[src/rtl/gsau_writeback_unit.sv]
`default_nettype none
// ---------------------------------------------------------------------------
// gsau_writeback_unit: buffers GSAU results and writes them to the vector RF
// in arrival order, with flush/drain control.   Revision: 1.0
// ---------------------------------------------------------------------------
module gsau_writeback_unit #(
  parameter  int VEGGIEREGS = 256,
  parameter  int DATA_W     = 256,
  parameter  int DEPTH      = 4,
  localparam int ADDR_W     = $clog2(VEGGIEREGS),
  localparam int CNT_W      = $clog2(DEPTH) + 1
) (
  input  logic              CLK,
  input  logic              nRST,
  input  logic              wb_valid,
  input  logic [ADDR_W-1:0] wb_wbdst,
  input  logic [DATA_W-1:0] wb_psum,
  output logic              wb_output_ready,
  output logic              rf_wen,
  output logic [ADDR_W-1:0] rf_waddr,
  output logic [DATA_W-1:0] rf_wdata,
  input  logic              rf_wgnt,
  output logic              sb_done,
  output logic [ADDR_W-1:0] sb_done_reg,
  input  logic              flush_req,
  output logic              flush_done,
  output logic [CNT_W-1:0]  occupancy
);

  localparam int PTR_W = $clog2(DEPTH);

  typedef enum logic [1:0] {
    ST_RUN   = 2'd0,
    ST_DRAIN = 2'd1,
    ST_DONE  = 2'd2
  } state_t;

  state_t             r_state;
  state_t             w_state_nxt;
  logic [ADDR_W-1:0]  r_dst_mem  [DEPTH];
  logic [DATA_W-1:0]  r_psum_mem [DEPTH];
  logic [PTR_W-1:0]   r_rd_ptr;
  logic [PTR_W-1:0]   r_wr_ptr;
  logic [CNT_W-1:0]   r_count;
  logic               r_sb_done;
  logic [ADDR_W-1:0]  r_sb_done_reg;
  logic               r_flush_done;
  logic               w_enq;
  logic               w_deq;

  assign wb_output_ready = (r_state == ST_RUN) && (r_count < CNT_W'(DEPTH));
  assign rf_wen          = (r_count != '0);
  assign rf_waddr        = r_dst_mem[r_rd_ptr];
  assign rf_wdata        = r_psum_mem[r_rd_ptr];
  assign w_enq           = wb_valid && wb_output_ready;
  assign w_deq           = rf_wen && rf_wgnt;
  assign sb_done         = r_sb_done;
  assign sb_done_reg     = r_sb_done_reg;
  assign flush_done      = r_flush_done;
  assign occupancy       = r_count;

  // Payload storage carries no reset; validity is tracked by r_count alone.
  always_ff @(posedge CLK) begin
    if (w_enq) begin
      r_dst_mem[r_wr_ptr]  <= wb_wbdst;
      r_psum_mem[r_wr_ptr] <= wb_psum;
    end
  end

  always_ff @(posedge CLK or negedge nRST) begin
    if (!nRST) begin
      r_rd_ptr <= '0;
      r_wr_ptr <= '0;
      r_count  <= '0;
    end else begin
      if (w_enq) r_wr_ptr <= r_wr_ptr + 1'b1;
      if (w_deq) r_rd_ptr <= r_rd_ptr + 1'b1;
      case ({w_enq, w_deq})
        2'b10:   r_count <= r_count + 1'b1;
        2'b01:   r_count <= r_count - 1'b1;
        default: r_count <= r_count;
      endcase
    end
  end

  always_ff @(posedge CLK or negedge nRST) begin
    if (!nRST) begin
      r_sb_done     <= 1'b0;
      r_sb_done_reg <= '0;
    end else begin
      r_sb_done <= w_deq;
      if (w_deq) r_sb_done_reg <= rf_waddr;
    end
  end

  always_ff @(posedge CLK or negedge nRST) begin
    if (!nRST) begin
      r_state      <= ST_RUN;
      r_flush_done <= 1'b0;
    end else begin
      r_state      <= w_state_nxt;
      r_flush_done <= (r_state == ST_DRAIN) && (w_state_nxt == ST_DONE);
    end
  end

  // An empty buffer cannot dequeue, so count == 0 alone ends the drain.
  always_comb begin
    w_state_nxt = r_state;
    case (r_state)
      ST_RUN:   if (flush_req) w_state_nxt = ST_DRAIN;
      ST_DRAIN: if (r_count == '0 && !w_deq) w_state_nxt = ST_DONE;
      ST_DONE:  if (!flush_req) w_state_nxt = ST_RUN;
      default:  w_state_nxt = ST_RUN;
    endcase
  end

endmodule
`default_nettype wire

[config.mk]
export PLATFORM = sky130hd
export DESIGN_NAME = gsau_writeback_unit
export DESIGN_NICKNAME = d
export VERILOG_FILES = /design/src/rtl/gsau_writeback_unit.sv
export SDC_FILE = /design/constraint.sdc
export NUM_CORES = 1
export LEC_CHECK = 0
export ABC_AREA = 1
export CAP_MARGIN = 10
export CORE_MARGIN = 3
export CORE_UTILIZATION = 50
export CTS_CLUSTER_DIAMETER = 80
export CTS_CLUSTER_SIZE = 20
export DETAILED_ROUTE_END_ITERATION = 10
export PLACE_DENSITY = 0.85
export SETUP_SLACK_MARGIN = 0.2
export SYNTH_ARGS = -nofsm -noshare
export SYNTH_HDL_FRONTEND = slang
export SYNTH_SLANG_ARGS = --single-unit
[constraint.sdc]
create_clock -name CLK -period 30.6 [get_ports CLK]
set_input_delay 9.18 -clock CLK [delete_from_list [all_inputs] [get_ports CLK]]
set_output_delay 9.18 -clock CLK [all_outputs]
set_load 0.02 [all_outputs]
* Yosys cells after proc, flatten, opt, wreduce, memory -nomap -nowiden *
Memory sizes are Yosys's and may differ from the RTL's.
Cells that the tools add are included.

storage, ports and cells
  output and inout bits = 279
  bits of input ports = 269
  RAM bits = 1056
  register bits after elaboration = 19
  memory bits (read-only) = 0
  latch bits = 0
  memories kept = 2

memory list
  memory      words  bits a word  read ports  clocked after memory_dff  wr ports  line  text
  r_psum_mem  4      256          1           0                         1         41    logic [DATA_W-1:0] r_psum_mem [DEPTH];
  r_dst_mem   4      8            1           0                         1         40    logic [ADDR_W-1:0] r_dst_mem [DEPTH];

operators by class
  reductions and logical operators = 10
  order comparisons = 1
  bitwise gates (word level) = 0
  add/sub/neg operators = 4
  shift-type cells = 0
  divide/modulo/power cells = 0
  multiplexer cells = 7
  multipliers = 0
  equality and inequality tests = 5

operators by type and width
  cell                                              number
  == test 2 bit, second input constant              3
  2-to-1 mux 2 bit                                  3
  one-hot mux 2 bit (3 select lines)                1
  one-hot mux 3 bit (2 select lines)                1
  logical AND 1 bit                                 5
  adder 2 x 1 -> 2 bit, second input constant       2
  == test 2 x 1 -> 1 bit, second input constant     2
  adder 3 x 1 -> 3 bit, second input constant       1
  zero test 3 bit                                   1
  < comparator 3 bit, second input constant         1
  nonzero test 3 bit                                1
  subtractor 3 x 1 -> 3 bit, second input constant  1
  zero test 2 bit                                   1
  2-to-1 mux 1 bit                                  2
  nonzero test 2 bit                                1
  zero test 1 bit                                   1

* Logic depth before layout (Yosys ltp) *
Gate-level depths: netlist (run 1).

  depth in word-level cells = 8
  mapped depth = 9

* Least setup slack after synthesis (run 1) *
No wires, ideal clock.

  path type = input -> register
  from = in wb_valid
  to = mem r_dst_mem[0][0] (netlist name) (enable)
  arrival = 20.400 ns
  path slack = 9.305 ns
  path buffers = 0
  data required time = 29.705 ns
  library setup time = 0.895 ns
  cell stages on the path = 2
  cells stage by stage = nand3_1 > nor2_1

on the way
  cells in the longest elaborated chain, start to end = 3

ends and longest elaborated chain
  element                                 line  text
  start: declaration                      15    input logic wb_valid,
  logical AND 1 bit                       55    assign w_enq = wb_valid && wb_output_ready;
  2-to-1 mux 1 bit                        64    if (w_enq) begin
  2-to-1 mux 1 bit (not written as such)  65    r_dst_mem[r_wr_ptr] <= wb_wbdst;
  end: declaration                        40

No other way between the ends.

* Worst setup path in the final report (run 1) *
  from = reg r_rd_ptr[0]
  to = out rf_wdata[102]

on the way
  cells in the longest elaborated chain, start to end = 1

ends and longest elaborated chain
  element                   line  text
  start: declaration        42    logic [PTR_W-1:0] r_rd_ptr;
  start signal: assignment  77    if (w_deq) r_rd_ptr <= r_rd_ptr + 1'b1;
  memory (4 x 256 bit)      n/a
  end: declaration          21    output logic [DATA_W-1:0] rf_wdata,

No other way between the ends.

==> results by group, run 1 <==
Placed design
  – DP HPWL: 54,700 um
  – Placed Instances: 4,112
  – I/O Buffers: 547
  – Routability Congestion: 0.800

Status
  – Status: finished clean

Route
  – TritonRoute pass-1 iters: 6
  – Routed Antenna Nets: 0
  – WL final: 92,500 um
  – DR vias: 24,209
  – DRT iter0 DRCs: 2,319
  – Vias per cell: 5.75
  – DRC: 0
  – Avg WL per Cell: 22.0 um

Timing
  – Final Hold Viols: 0
  – Relative slew slack: 0.180
  – Fmax: 0.0709 GHz
  – Min Tclk post-route: 14.10 ns
  – RSZ-0062 raised after global routing: false
  – Fin Setup TNS: 0 ns
  – Final setup violation count: 0
  – Least-Margin Pin Slew: 1.23 ns
  – Clock skew: 0.0227 ns
  – Slew Limit Fails: 0
  – Period Utilization, post-route: 0.461

Pwr
  – Pwr dens: 94.3 nW/um2
  – Internal power: 2.84 mW
  – Sw Share: 0.370
  – Net Switching: 1.66 mW
  – Clock power frac: 0.181
  – Final Power: 4.50 mW
  – Combinational share of power: 0.414
  – Max VDD drop: 0.0925 mV
  – Pleak: 15.1 nW
  – Reg power frac: 0.405

Synthesis
  – Number of synthesized flops with an enable pin: 1,056
  – Count leader, synth: edfxtp_1
  – Seq/Total Area, Yosys: 0.802
  – Asr flop ratio synth: 0.0177
  – Synthesized instance count: 2,666
  – Ys flop type: edfxtp_1
  – Syn nets: 2,941
  – Synth area leaders: edfxtp_1, nor2_1, o21ai_0
  – Warnings, synthesis: 0
  – Commonest cells post-synth: edfxtp_1, nor2_1, o21ai_0
  – Avg Cell Area, Syn: 15.1 um2
  – Area share of the largest cell type after synthesis: 0.790
  – Post-synthesis cell type count: 25
  – Syn Std Cell Area: 40,100 um2
  – Synth Register Bits: 1,075
  – Post-synth top area cell: edfxtp_1

Global routing
  – Largest net degree at the start of global routing: 245
  – Vias in the first global route: 23,415
  – GR Util All Layers: 0.210
  – Global-route wire length before repair: 136,000 um
  – Total grt overflow: 0
  – Antenna violations before repair: 13

CTS
  – Sinks on Clock Net: 1,075
  – Post_cts resized: 0
  – Latest clock arrival within the worst-skew pair: 0.64 ns
  – CTS buffer count: 61
  – H-tree depth: 2
  – Clock Path Buffers: 3
  – CTS tree: done
  – Post-CTS setup buffers: 0
  – Hold_buf cts: 0
  – Root buf cell: clkbuf_16
  – Clock-pin slew on the worst setup and hold paths: 0.08 ns

Layout
  – Fin nets: 3,400
  – Post-route non-filler standard cell count: 4,211
  – Max reg flops: 1,024
  – Layout area overhead: 19.0%
  – Share of cells above drive strength 1: 0.0323

Floorplanning
  – Initial Util: 0.506
  – DIE WIDTH: 289 um
  – IO Pins: 548
  – Row count: 103
  – Area of the die: 83,700 um2
  – Die Ht: 289 um
  – Area of the core: 79,300 um2

Critical path
  – Worst Setup End Kind: output pin
  – Startpoint Class: flip-flop
  – Biggest fanout along the worst timing path: 126
  – CP required: 21.42 ns
  – CP arrival: 4.92 ns
  – Crit path kind: flip-flop to output pin

Worst hold path
  – Min-Delay Path Class: flip-flop to flip-flop

Run
  – Max cap viols: 0
[cell type report]
type | instances | area [um2]
antenna | 7 | 17.5
clock buffer | 87 | 1670
clock inverter | 5 | 58.8
fill | 5603 | 31500
inverter | 16 | 83.8
multi-input combinational | 1398 | 6710
sequential | 1075 | 32200
tap | 1050 | 1310
timing repair buffer | 573 | 5710
[routing by layer]
| metal | share of wire | global-route usage |
|---|---|---|
| met1 | 0.37 | 0.263 |
| met2 | 0.51 | 0.364 |
| met3 | 0.086 | 0.0515 |
| met4 | 0.032 | 0.0626 |
| met5 | 0.00074 | 0 |
[per-stage QoR]
stage / util / setup WS [ns] / instance area (um2) / hold WS, ns
CTS: 0.602 / 16.55 / 47700 / 0.493
global placement: 0.580 / 17.38 / 46000 / 0.470
detailed placement: 0.580 / 17.25 / 46000 / 0.470
floorplan: - / 9.30 / 40100 / 0.509
global route: 0.602 / 16.25 / 47700 / 0.509
finish: 0.602 / 16.50 / 47700 / 0.485
[power by group through the flow]
stage / Clock, mW / Combinational, mW / Sequential [mW]
6_report: 0.816 / 1.86 / 1.82
5_1_grt: 0.885 / 1.99 / 1.83
2_1_floorplan: 0 / 1.11 / 1.88
3_3_place_gp: 0 / 1.82 / 1.85
4_1_cts: 0.832 / 1.87 / 1.82
3_5_place_dp: 0 / 1.86 / 1.85
[path summary, 6_finish.rpt]
path	start	endpoint	slack [ns]	depth (start not counted)
min in group asynchronous	nRST	r_state[1]	9.09	1
max	r_rd_ptr[0]	rf_wdata[102]	16.50	5
min reg2reg	sb_done_reg[1]	sb_done_reg[1]	0.49	2
max in group asynchronous	nRST	r_rd_ptr[1]	20.79	1
max reg2reg	r_state[0]	r_psum_mem[2][148]	26.47	5
min	sb_done_reg[1]	sb_done_reg[1]	0.49	2
[cells by family (layout without fill, tap and decap cells)]
| group | count (synthesis) | count (layout) | synth area share |
|---|---|---|---|
| flops | 1075 | 1075 | 0.802 |
| compound gates | 773 | 773 | 0.104 |
| simple gates | 614 | 614 | 0.0588 |
| buf+inv | 193 | 681 | 0.0317 |
| fa+ha+maj | 6 | 6 | 0.00206 |
| xor+xnor | 5 | 5 | 0.00109 |
| other cells | 0 | 7 | 0 |
[worst max-delay path, cell delays in order, from the launching register on]
cell	delay (ns)
dfrtp_4	1.06
buf_4	0.84
buf_4	1.00
o21ai_0	0.29
o22ai_1	0.27
clkdlybuf4s50_1	0.64
[layout by cell type, fill, tap and decap left out, types with 2 or more instances in the layout]
cell type	netlist	routed
inv_6	0	3
a21oi_1	2	2
clkdlybuf4s50_1	0	547
o21ai_0	381	381
diode_2	0	7
ha_1	5	5
dfrtp_4	0	2
nor2_4	0	4
xor2_1	3	3
inv_1	14	14
nor2_1	520	516
buf_12	5	3
o21ai_1	133	133
clkbuf_1	80	24
nand3_1	27	27
edfxtp_1	1056	1056
o22ai_1	257	257
and2_1	8	8
buf_4	10	23
xnor2_1	2	2
dfrtp_1	19	17
inv_12	1	2
nand2_1	58	58
clkbuf_16	0	63
Note: power is estimated with default switching activity, not from simulation.
==> run 2: changes to the inputs <==
Settings changed: CORE_UTILIZATION 50 to 49, PLACE_DENSITY 0.85 to 0.86.
Clock period 30.6 ns to 12.4 ns, I/O delays scaled along.
==> run 2 against run 1 <==
Routed wire length fell by 2.7%; total power is 150% higher; cell count rose by 0.14%; first-iteration DRC count shrank 19%; clock power up 140%; utilization is 1.2 points lower; combinational power is 150% higher; non-clock buffer count is 5 lower; die area increased by 2.0%; critical endpoint is now rf_wdata[166]; largest power group unchanged.
==> results by group, run 2 (same netlist as run 1, synthesis figures left out) <==
Status
  – Status: finished clean

Route
  – WL final: 89,900 um
  – Routed Antenna Nets: 0
  – Avg WL per Cell: 21.3 um
  – DRC: 0
  – DR vias: 23,915
  – Vias per cell: 5.67
  – TritonRoute pass-1 iters: 7
  – DRT iter0 DRCs: 1,884

Global routing
  – Grt met3 use: 0.0444
  – GR Util All Layers: 0.202
  – Total grt overflow: 0
  – Most used routing layer: met2
  – Global-route wire length before repair: 134,000 um
  – Routing usage on met2: 0.345
  – GR met1 Demand/Resource: 0.254
  – Largest net degree at the start of global routing: 248
  – Antenna violations before repair: 22
  – Vias in the first global route: 23,289

CTS
  – Post_cts resized: 0
  – Sinks on Clock Net: 1,075
  – Root buf cell: clkbuf_16
  – Post-CTS setup buffers: 0
  – H-tree depth: 2
  – CTS buffer count: 60
  – Latest clock arrival within the worst-skew pair: 0.63 ns
  – CTS tree: done
  – Hold_buf cts: 0
  – Clock-pin slew on the worst setup and hold paths: 0.08 ns
  – Clock Path Buffers: 3

Layout
  – Layout area overhead: 18.9%
  – Most common cell after layout, fill and taps aside: edfxtp_1
  – Commonest non-fill, non-tap cells in the layout: edfxtp_1, clkdlybuf4s50_1, nor2_1
  – Fin nets: 3,394
  – Post-route non-filler standard cell count: 4,217
  – Share of cells above drive strength 1: 0.0306
  – Max reg flops: 1,024

Critical path
  – Startpoint Class: flip-flop
  – Slowest stage delay, CP: 0.84 ns
  – Critical path, cell by cell: inv_8, buf_4, o21ai_0, o22ai_1, clkdlybuf4s50_1
  – CP required: 8.68 ns
  – Crit-path slowest cell: dfrtp_4
  – Crit path kind: flip-flop to output pin
  – Delay-heaviest family, CP: buffers and inverters
  – Worst Setup End Kind: output pin
  – Biggest fanout along the worst timing path: 118
  – CP Buf/Inv Count: 3
  – CP arrival: 4.34 ns

Floorplanning
  – Area of the die: 85,400 um2
  – IO Pins: 548
  – Initial Util: 0.497
  – Row count: 104
  – Area of the core: 80,800 um2
  – DIE WIDTH: 292 um
  – Die Ht: 292 um

Worst hold path
  – Min-Delay Path Class: flip-flop to flip-flop

Pwr
  – Pleak: 15.1 nW
  – Max VDD drop: 0.240 mV
  – Final Power: 11.0 mW
  – Pwr dens: 231 nW/um2

Timing
  – RSZ-0062 raised after global routing: false
  – Clock skew: 0.0310 ns
  – Final Hold Viols: 0
  – Slew Limit Fails: 0
  – Period Utilization, post-route: 0.650
  – Worst Hold Slack: 0.503 ns
  – Min Tclk post-route: 8.06 ns
  – Fmax: 0.124 GHz
  – Least-Margin Pin Slew: 1.21 ns
  – Final setup violation count: 0
  – Relative slew slack: 0.194

Placed design
  – I/O Buffers: 547
  – Routability Congestion: 0.807
  – DP HPWL: 51,800 um
  – Placed Instances: 4,117

Run
  – Max cap viols: 0
run 2: worst register-to-register path: stages (launching register included):
cell     delay [ns]
dfrtp_1        0.42
nor2_1         0.19
nand3_1        0.51
nor2_4         0.35
buf_4          0.77
buf_4          0.91
run 2: stage by stage:
step | TNS [ns] | setup slack (ns) | utilization | instance area, um2
after floorplan | -3627.39 | -3.44 | - | 40100
after global placement | 0 | 5.11 | 0.570 | 46000
after detailed placement | 0 | 5.05 | 0.570 | 46000
after CTS | 0 | 4.29 | 0.590 | 47700
after global routing | 0 | 4.12 | 0.591 | 47700
final | 0 | 4.34 | 0.591 | 47700
run 2: area by class of cell:
class                           instances  area (um2)
Antenna cell                           22        55.1
Clock buffer                           73        1590
Clock inverter                          5        48.8
Fill cell                            5764       33100
Inverter                               16        83.8
Multi-Input combinational cell       1398        6710
Sequential cell                      1075       32200
Tap cell                             1060        1330
Timing Repair Buffer                  568        5730
run 2: worst paths after layout:
check / from / end / slack [ns] / cells after the start
worst max-delay path: r_rd_ptr[1] / rf_wdata[166] / 4.34 / 5
worst max register to register: r_state[1] / r_psum_mem[1][84] / 8.73 / 5
max in group asynchronous: nRST / r_rd_ptr[1] / 8.08 / 1
worst min-delay path: sb_done_reg[4] / sb_done_reg[4] / 0.50 / 2
min in group asynchronous: nRST / sb_done_reg[4] / 3.61 / 1
worst min register to register: sb_done_reg[4] / sb_done_reg[4] / 0.50 / 2
run 2: power breakdown:
part	total, mW	internal [mW]	switching (mW)
combinational	4.61	1.73	2.88
clock	1.95	0.901	1.04
sequential	4.49	4.34	0.148
total	11.0	6.98	4.07
run 2: layer usage:
layer | wire, um | up-vias
met3 | 7330 | 192
met1 | 33700 | 11857
met5 | 22 | -
li1 | - | 10938
met2 | 45400 | 924
met4 | 3450 | 4
